==> src/rtl/fp_sched_pkg.sv <==
// Shared types and constants for the FP command scheduler.
package fp_sched_pkg;

  localparam int CMD_W   = 66;
  localparam int FRAME_W = 104;

  // Scheduler state encodings; anything else is treated as IDLE.
  typedef enum logic [2:0] {
    ST_IDLE    = 3'd0,
    ST_DECODE  = 3'd1,
    ST_WAIT_FP = 3'd2,
    ST_SEND    = 3'd3,
    ST_WAIT_TX = 3'd4
  } state_t;

  localparam logic [1:0]  OP_ADD    = 2'b00;
  localparam logic [1:0]  OP_SUB    = 2'b01;
  localparam logic [1:0]  OP_MUL    = 2'b10;
  localparam logic [1:0]  OP_RSVD   = 2'b11;

  localparam logic [5:0]  ACK_START = 6'b111111;
  localparam logic [31:0] QNAN      = 32'h7FC00000;

  // Result frame sent to the I2C master: start marker, echoed command, result.
  function automatic logic [FRAME_W-1:0] build_frame(input logic [CMD_W-1:0] cmd,
                                                     input logic [31:0]      res);
    return {ACK_START, cmd, res};
  endfunction

endpackage

==> src/rtl/fp_cmd_scheduler_cmd_fifo.sv <==
// Synchronous FIFO with full/empty/level; writes are refused while full.
module cmd_fifo #(
  parameter  int WIDTH = 66,
  parameter  int DEPTH = 4,
  localparam int AW    = $clog2(DEPTH),
  localparam int LW    = $clog2(DEPTH + 1)
) (
  input  logic             clk,
  input  logic             reset,
  input  logic             i_push,
  input  logic [WIDTH-1:0] i_wdata,
  input  logic             i_pop,
  output logic [WIDTH-1:0] o_rdata,
  output logic             o_full,
  output logic             o_empty,
  output logic [LW-1:0]    o_level
);

  logic [WIDTH-1:0] r_mem [DEPTH];
  logic [AW-1:0]    r_wr_ptr;
  logic [AW-1:0]    r_rd_ptr;
  logic [LW-1:0]    r_level;
  logic             w_push;
  logic             w_pop;

  assign o_full  = (r_level == LW'(DEPTH));
  assign o_empty = (r_level == LW'(0));
  assign o_level = r_level;
  assign o_rdata = r_mem[r_rd_ptr];
  assign w_push  = i_push && !o_full;
  assign w_pop   = i_pop && !o_empty;

  // Storage array; contents are don't-care while empty so it carries no reset.
  always_ff @(posedge clk) begin
    if (w_push) begin
      r_mem[r_wr_ptr] <= i_wdata;
    end
  end

  // Pointers wrap naturally because DEPTH is a power of two.
  always_ff @(posedge clk or posedge reset) begin
    if (reset) begin
      r_wr_ptr <= AW'(0);
      r_rd_ptr <= AW'(0);
      r_level  <= LW'(0);
    end else begin
      if (w_push) begin
        r_wr_ptr <= r_wr_ptr + AW'(1);
      end
      if (w_pop) begin
        r_rd_ptr <= r_rd_ptr + AW'(1);
      end
      case ({w_push, w_pop})
        2'b10:   r_level <= r_level + LW'(1);
        2'b01:   r_level <= r_level - LW'(1);
        default: r_level <= r_level;
      endcase
    end
  end

endmodule

==> src/rtl/fp_cmd_scheduler.sv <==
// Serialises queued FP commands: issue to the FP unit, wait for the result,
// then hand the result frame to the I2C transmitter.
module fp_cmd_scheduler
  import fp_sched_pkg::*;
#(
  parameter int DEPTH      = 4,
  parameter int FP_TIMEOUT = 64
) (
  input  logic                         clk,
  input  logic                         reset,
  input  logic                         cmd_valid,
  input  logic [CMD_W-1:0]             cmd_data,
  output logic                         cmd_ready,
  output logic                         fp_start,
  output logic [1:0]                   fp_op,
  output logic [31:0]                  fp_a,
  output logic [31:0]                  fp_b,
  input  logic                         fp_done,
  input  logic [31:0]                  fp_result,
  output logic                         tx_start,
  output logic [FRAME_W-1:0]           tx_frame,
  input  logic                         tx_busy,
  input  logic                         tx_done,
  output logic                         busy,
  output logic                         err_opcode,
  output logic                         err_timeout,
  output logic [$clog2(DEPTH+1)-1:0]   queue_level,
  output logic [2:0]                   state_dbg
);

  localparam int LW = $clog2(DEPTH + 1);
  localparam int CW = $clog2(FP_TIMEOUT + 1);

  state_t             r_state, w_state_nxt;
  logic [CMD_W-1:0]   r_cur, w_cur_nxt;
  logic [CW-1:0]      r_cnt, w_cnt_nxt;
  logic [FRAME_W-1:0] r_frame, w_frame_nxt;
  logic               r_fp_start, w_fp_start_nxt;
  logic               r_tx_start, w_tx_start_nxt;
  logic               r_err_op, w_err_op_nxt;
  logic               r_err_to, w_err_to_nxt;
  logic               w_pop;
  logic               w_full;
  logic               w_empty;
  logic [CMD_W-1:0]   w_head;
  logic [LW-1:0]      w_level;

  cmd_fifo #(
    .WIDTH (CMD_W),
    .DEPTH (DEPTH)
  ) u_fifo (
    .clk     (clk),
    .reset   (reset),
    .i_push  (cmd_valid),
    .i_wdata (cmd_data),
    .i_pop   (w_pop),
    .o_rdata (w_head),
    .o_full  (w_full),
    .o_empty (w_empty),
    .o_level (w_level)
  );

  assign cmd_ready   = !w_full;
  assign queue_level = w_level;
  assign busy        = (r_state != ST_IDLE) || !w_empty;
  assign state_dbg   = r_state;
  assign fp_start    = r_fp_start;
  assign fp_op       = r_cur[CMD_W-1 -: 2];
  assign fp_a        = r_cur[63:32];
  assign fp_b        = r_cur[31:0];
  assign tx_start    = r_tx_start;
  assign tx_frame    = r_frame;
  assign err_opcode  = r_err_op;
  assign err_timeout = r_err_to;

  // Next-state and next-register values; fp_done beats a same-cycle timeout.
  always_comb begin
    w_state_nxt    = r_state;
    w_cur_nxt      = r_cur;
    w_cnt_nxt      = r_cnt;
    w_frame_nxt    = r_frame;
    w_fp_start_nxt = 1'b0;
    w_tx_start_nxt = 1'b0;
    w_err_op_nxt   = 1'b0;
    w_err_to_nxt   = 1'b0;
    w_pop          = 1'b0;
    case (r_state)
      ST_IDLE: begin
        if (!w_empty) begin
          w_pop       = 1'b1;
          w_cur_nxt   = w_head;
          w_state_nxt = ST_DECODE;
        end else begin
          w_state_nxt = ST_IDLE;
        end
      end
      ST_DECODE: begin
        if (r_cur[CMD_W-1 -: 2] == OP_RSVD) begin
          w_err_op_nxt = 1'b1;
          w_frame_nxt  = build_frame(r_cur, 32'h0000_0000);
          w_state_nxt  = ST_SEND;
        end else begin
          w_fp_start_nxt = 1'b1;
          w_cnt_nxt      = CW'(0);
          w_state_nxt    = ST_WAIT_FP;
        end
      end
      ST_WAIT_FP: begin
        w_cnt_nxt = r_cnt + CW'(1);
        if (fp_done) begin
          w_frame_nxt = build_frame(r_cur, fp_result);
          w_state_nxt = ST_SEND;
        end else if (r_cnt == CW'(FP_TIMEOUT - 1)) begin
          w_err_to_nxt = 1'b1;
          w_frame_nxt  = build_frame(r_cur, QNAN);
          w_state_nxt  = ST_SEND;
        end else begin
          w_state_nxt = ST_WAIT_FP;
        end
      end
      ST_SEND: begin
        if (!tx_busy) begin
          w_tx_start_nxt = 1'b1;
          w_state_nxt    = ST_WAIT_TX;
        end else begin
          w_state_nxt = ST_SEND;
        end
      end
      ST_WAIT_TX: begin
        if (tx_done) begin
          w_state_nxt = ST_IDLE;
        end else begin
          w_state_nxt = ST_WAIT_TX;
        end
      end
      default: begin
        w_state_nxt = ST_IDLE;
      end
    endcase
  end

  // State and registered outputs; reset abandons any command in flight.
  always_ff @(posedge clk or posedge reset) begin
    if (reset) begin
      r_state    <= ST_IDLE;
      r_cur      <= {CMD_W{1'b0}};
      r_cnt      <= CW'(0);
      r_frame    <= {FRAME_W{1'b0}};
      r_fp_start <= 1'b0;
      r_tx_start <= 1'b0;
      r_err_op   <= 1'b0;
      r_err_to   <= 1'b0;
    end else begin
      r_state    <= w_state_nxt;
      r_cur      <= w_cur_nxt;
      r_cnt      <= w_cnt_nxt;
      r_frame    <= w_frame_nxt;
      r_fp_start <= w_fp_start_nxt;
      r_tx_start <= w_tx_start_nxt;
      r_err_op   <= w_err_op_nxt;
      r_err_to   <= w_err_to_nxt;
    end
  end

endmodule

==> config.mk <==
export PLATFORM = sky130hd
export DESIGN_NAME = fp_cmd_scheduler
export DESIGN_NICKNAME = d
export VERILOG_FILES = /design/src/rtl/fp_sched_pkg.sv /design/src/rtl/fp_cmd_scheduler_cmd_fifo.sv /design/src/rtl/fp_cmd_scheduler.sv
export SDC_FILE = /design/constraint.sdc
export NUM_CORES = 1
export LEC_CHECK = 0
export BUFFER_PORTS_ARGS = -buffer_cell sky130_fd_sc_hd__buf_4
export CAP_MARGIN = 20
export CORE_UTILIZATION = 60
export DETAILED_ROUTE_END_ITERATION = 12
export PLACE_DENSITY_LB_ADDON = 0.15
export SLEW_MARGIN = 30
export SYNTH_ARGS = -nofsm -noshare
export SYNTH_HDL_FRONTEND = slang
export SYNTH_SLANG_ARGS = --single-unit
==> constraint.sdc <==
create_clock -name clk -period 17.8 [get_ports clk]
set_input_delay 1.78 -clock clk [delete_from_list [all_inputs] [get_ports clk]]
set_output_delay 1.78 -clock clk [all_outputs]
set_load 0.005 [all_outputs]
==> flow_metrics.env <==
export IMPL_status="finished clean"
export IMPL_drtAntennaViolNets=0
export IMPL_async_flop_share_pct=41.3
export IMPL_cp_data_arrival_time_ns=1.61
export IMPL_grtUsageTotal_pct=23.0
export IMPL_clock_latency_ns=0.53
export IMPL_worst_slew_pin_slew_ns=0.934
export IMPL_tns_ns=0
export IMPL_cts_resized=0
export IMPL_area_growth_pct=19.6
export IMPL_drive_above_1_share_pct=48.0
export IMPL_total_power_w=0.00372
export IMPL_wirelength_mm=33.2
export IMPL_io_pins=286
export IMPL_yosysMostFrequentCell="edfxtp_1"
export IMPL_row_count=61
export IMPL_finish_instance_area_sq_mm=0.0205
export IMPL_setup_viol=0
export IMPL_ys_seq_elements=450
export IMPL_register_area_sq_mm=0.0126
export IMPL_multi_input_area_sq_mm=0.00386
export IMPL_slew_violations=0
export IMPL_portBuffers=285
export IMPL_die_y_um=171
export IMPL_dpl_cell_area_sq_mm=0.0192
export IMPL_drt_iter0_drc=627
export IMPL_worstSetupPathType="reg2out"
export IMPL_cts_buffers=44
export IMPL_yosys_warnings=0
export IMPL_finalCritPeriodShare_pct=19.1
export IMPL_final_nets=1227
export IMPL_critPathSlowestCell="dfrtp_1"
export IMPL_top_layer_used="met4"
export IMPL_syn_instance_count=886
export IMPL_synth_avg_cell_area_sq_um=19.4
export IMPL_fin_cells=1530
export IMPL_dieArea_sq_mm=0.0293
export IMPL_fmax_mhz=295
export IMPL_wl_met2_mm=17.1
export IMPL_htreeDepth=2
export IMPL_synth_top_area_share_pct=46.2
export IMPL_synth_cell_type_count=38
export IMPL_antenna_found_initial=0
export IMPL_syn_cell_area_sq_mm=0.0171
export IMPL_vias=8760
export IMPL_p_leak_nw=8.06
export IMPL_critPathLaunchType="register"
export IMPL_cts_tree="done"
export IMPL_cts_root_buf="clkbuf_16"
export IMPL_vias_per_cell=5.73
export IMPL_cts_sinks=450
export IMPL_postCtsSetupBuffers=0
export IMPL_drc=0
export IMPL_grt_pass1_vias=8996
export IMPL_crit_chain="nor3_1, nand3_1, buf_4"
export IMPL_syn_nets=997
export IMPL_gpl_final_weighted_congestion=0.774
export IMPL_drt_pass1_iter_count=5
export IMPL_clkTransAtPathRegs_ns=0.06
export IMPL_die_w_um=171
export IMPL_maxCapViolCount=0
export IMPL_placeableCoreArea_sq_mm=0.0279
export IMPL_rsz0062_at_grt="no"
export IMPL_grt_max_degree=123
export IMPL_hold_viol_final=0
export IMPL_crit_required_ns=16.02
export IMPL_antenna_cells=0
export IMPL_crit_buf_inv=1
export IMPL_postCtsHoldBufs=0
export IMPL_fin_crit_ns=3.39
export IMPL_synth_top_flop_cell="edfxtp_1"
export IMPL_drt_met1_wl_mm=13.0
export IMPL_critPathMaxStageDelay_ns=0.46
export IMPL_hp_class="reg2reg"
export IMPL_grt_first_pass_wirelength_mm=50.5
export IMPL_cts_buffer_depth=3
export IMPL_cp_max_fo=5
export IMPL_dr_wl_met3_mm=2.45
export IMPL_synthTopCellsByArea="edfxtp_1 46%, dfrtp_1 27%, mux4_2 8.7%, mux2_2 8.5%, buf_4 3.1%"
export IMPL_hpwl_mm=19.4
export IMPL_yosysSeqAreaShare_pct=73.4
export IMPL_start_util_pct=61.4
export IMPL_yosys_top_cells_count="264 x edfxtp_1, 186 x dfrtp_1, 129 x mux2_2"
export IMPL_cpLargestDelayFamily="simple AND/OR/NAND/NOR gates"
export IMPL_synth_edf_count=264
export IMPL_worstSetupEndpointType="output pin"
export IMPL_peakVddDrop_v=0.000122
export IMPL_slew_limit_headroom_pct=37.6
export IMPL_gr_total_overflow=0
export IMPL_wl_per_cell_um=21.7
export IMPL_dp_cells=1448
export IMPL_fill_cells=1739
export IMPL_yosysTopAreaCell="edfxtp_1"
export IMPL_power_density_mw_per_mm2=181
export IMPL_skew_ns=0.0242
==> per-stage QoR <==
step	hold WS [ns]	worst slack [ns]	utilization, %
after floorplan	0.453	10.96	-
after global placement	0.473	13.98	68.6
after detailed placement	0.483	13.96	68.8
after CTS	0.496	14.37	73.4
after global routing	0.510	14.29	73.4
final	0.493	14.41	73.4
==> path summary, 6_finish.rpt <==
path / slack (ns) / startpoint / to / depth (start not counted)
setup reg to reg: 14.74 / state_dbg[1] / tx_frame[32] / 5
hold reg to reg: 0.49 / tx_frame[89] / tx_frame[89] / 1
hold / removal: 0.49 / tx_frame[89] / tx_frame[89] / 1
min in group asynchronous: 1.45 / reset / tx_frame[12] / 2
setup / recovery: 14.41 / u_fifo.o_level[0] / busy / 3
max in group asynchronous: 15.13 / reset / u_fifo.r_rd_ptr[0] / 3
==> cell families (layout without fill, tap and decap cells) <==
| logic type | count (synthesis) | count (layout) | share of synthesized area (%) |
|---|---|---|---|
| DFF | 450 | 450 | 73.4 |
| muxes | 200 | 200 | 17.5 |
| buffers and inverters | 121 | 387 | 4.27 |
| AOI/OAI and AO/OA | 59 | 59 | 2.62 |
| and+or+nand+nor | 42 | 42 | 1.34 |
| adders and majority gates | 7 | 7 | 0.555 |
| xor gates and xnor gates | 7 | 7 | 0.358 |
==> state kept, by name (all words and copies together), names as in the netlist <==
| register | count |
|---|---|
| fp_start | 1 |
| err_opcode | 1 |
| r_cur | 66 |
| u_fifo.o_level | 3 |
| tx_start | 1 |
| u_fifo.r_mem | 264 |
| u_fifo.r_rd_ptr | 2 |
| u_fifo.r_wr_ptr | 2 |
| tx_frame | 99 |
| r_cnt | 7 |
| state_dbg | 3 |
| err_timeout | 1 |
==> layout by cell type, fill, tap and decap left out, drive strengths merged, types with 2 or more instances in the layout <==
master   count
o31ai        2
o211ai       2
a2bb2oi      9
nor3b        4
a22o        23
ha           6
nand3        2
buf        296
o21ai       17
o21a         2
mux2       134
clkinv       8
and3         6
mux4        66
dfrtp      186
nor3         3
nand2        9
xor2         3
xnor2        4
inv         11
nor2         7
a21oi        2
nand4        4
clkbuf      72
edfxtp     264
==> area by class of cell <==
class	instances	share of cell area (%)
Clock inverter	10	0.250
Clock buffer	72	6.03
Tap cell	378	2.31
Timing Repair Buffer	296	11.0
Sequential cell	450	61.4
Inverter	9	0.201
Multi-Input combinational cell	315	18.8
==> power breakdown <==
part | leakage (nW) | switching [W] | internal (W)
clock network | 0.621 | 0.000362 | 0.000475
registers | 4.66 | 0.000228 | 0.00146
logic | 2.77 | 0.000489 | 0.000710
total | 8.06 | 0.00108 | 0.00264
==> per-layer routing <==
layer | vias to the layer above | track usage, %
met2 | 319 | 40.7
met3 | 54 | 4.83
met5 | - | 0
met4 | 0 | 6.79
met1 | 4578 | 28.7
li1 | 3809 | -
Note: power is estimated with default switching activity, not from simulation.
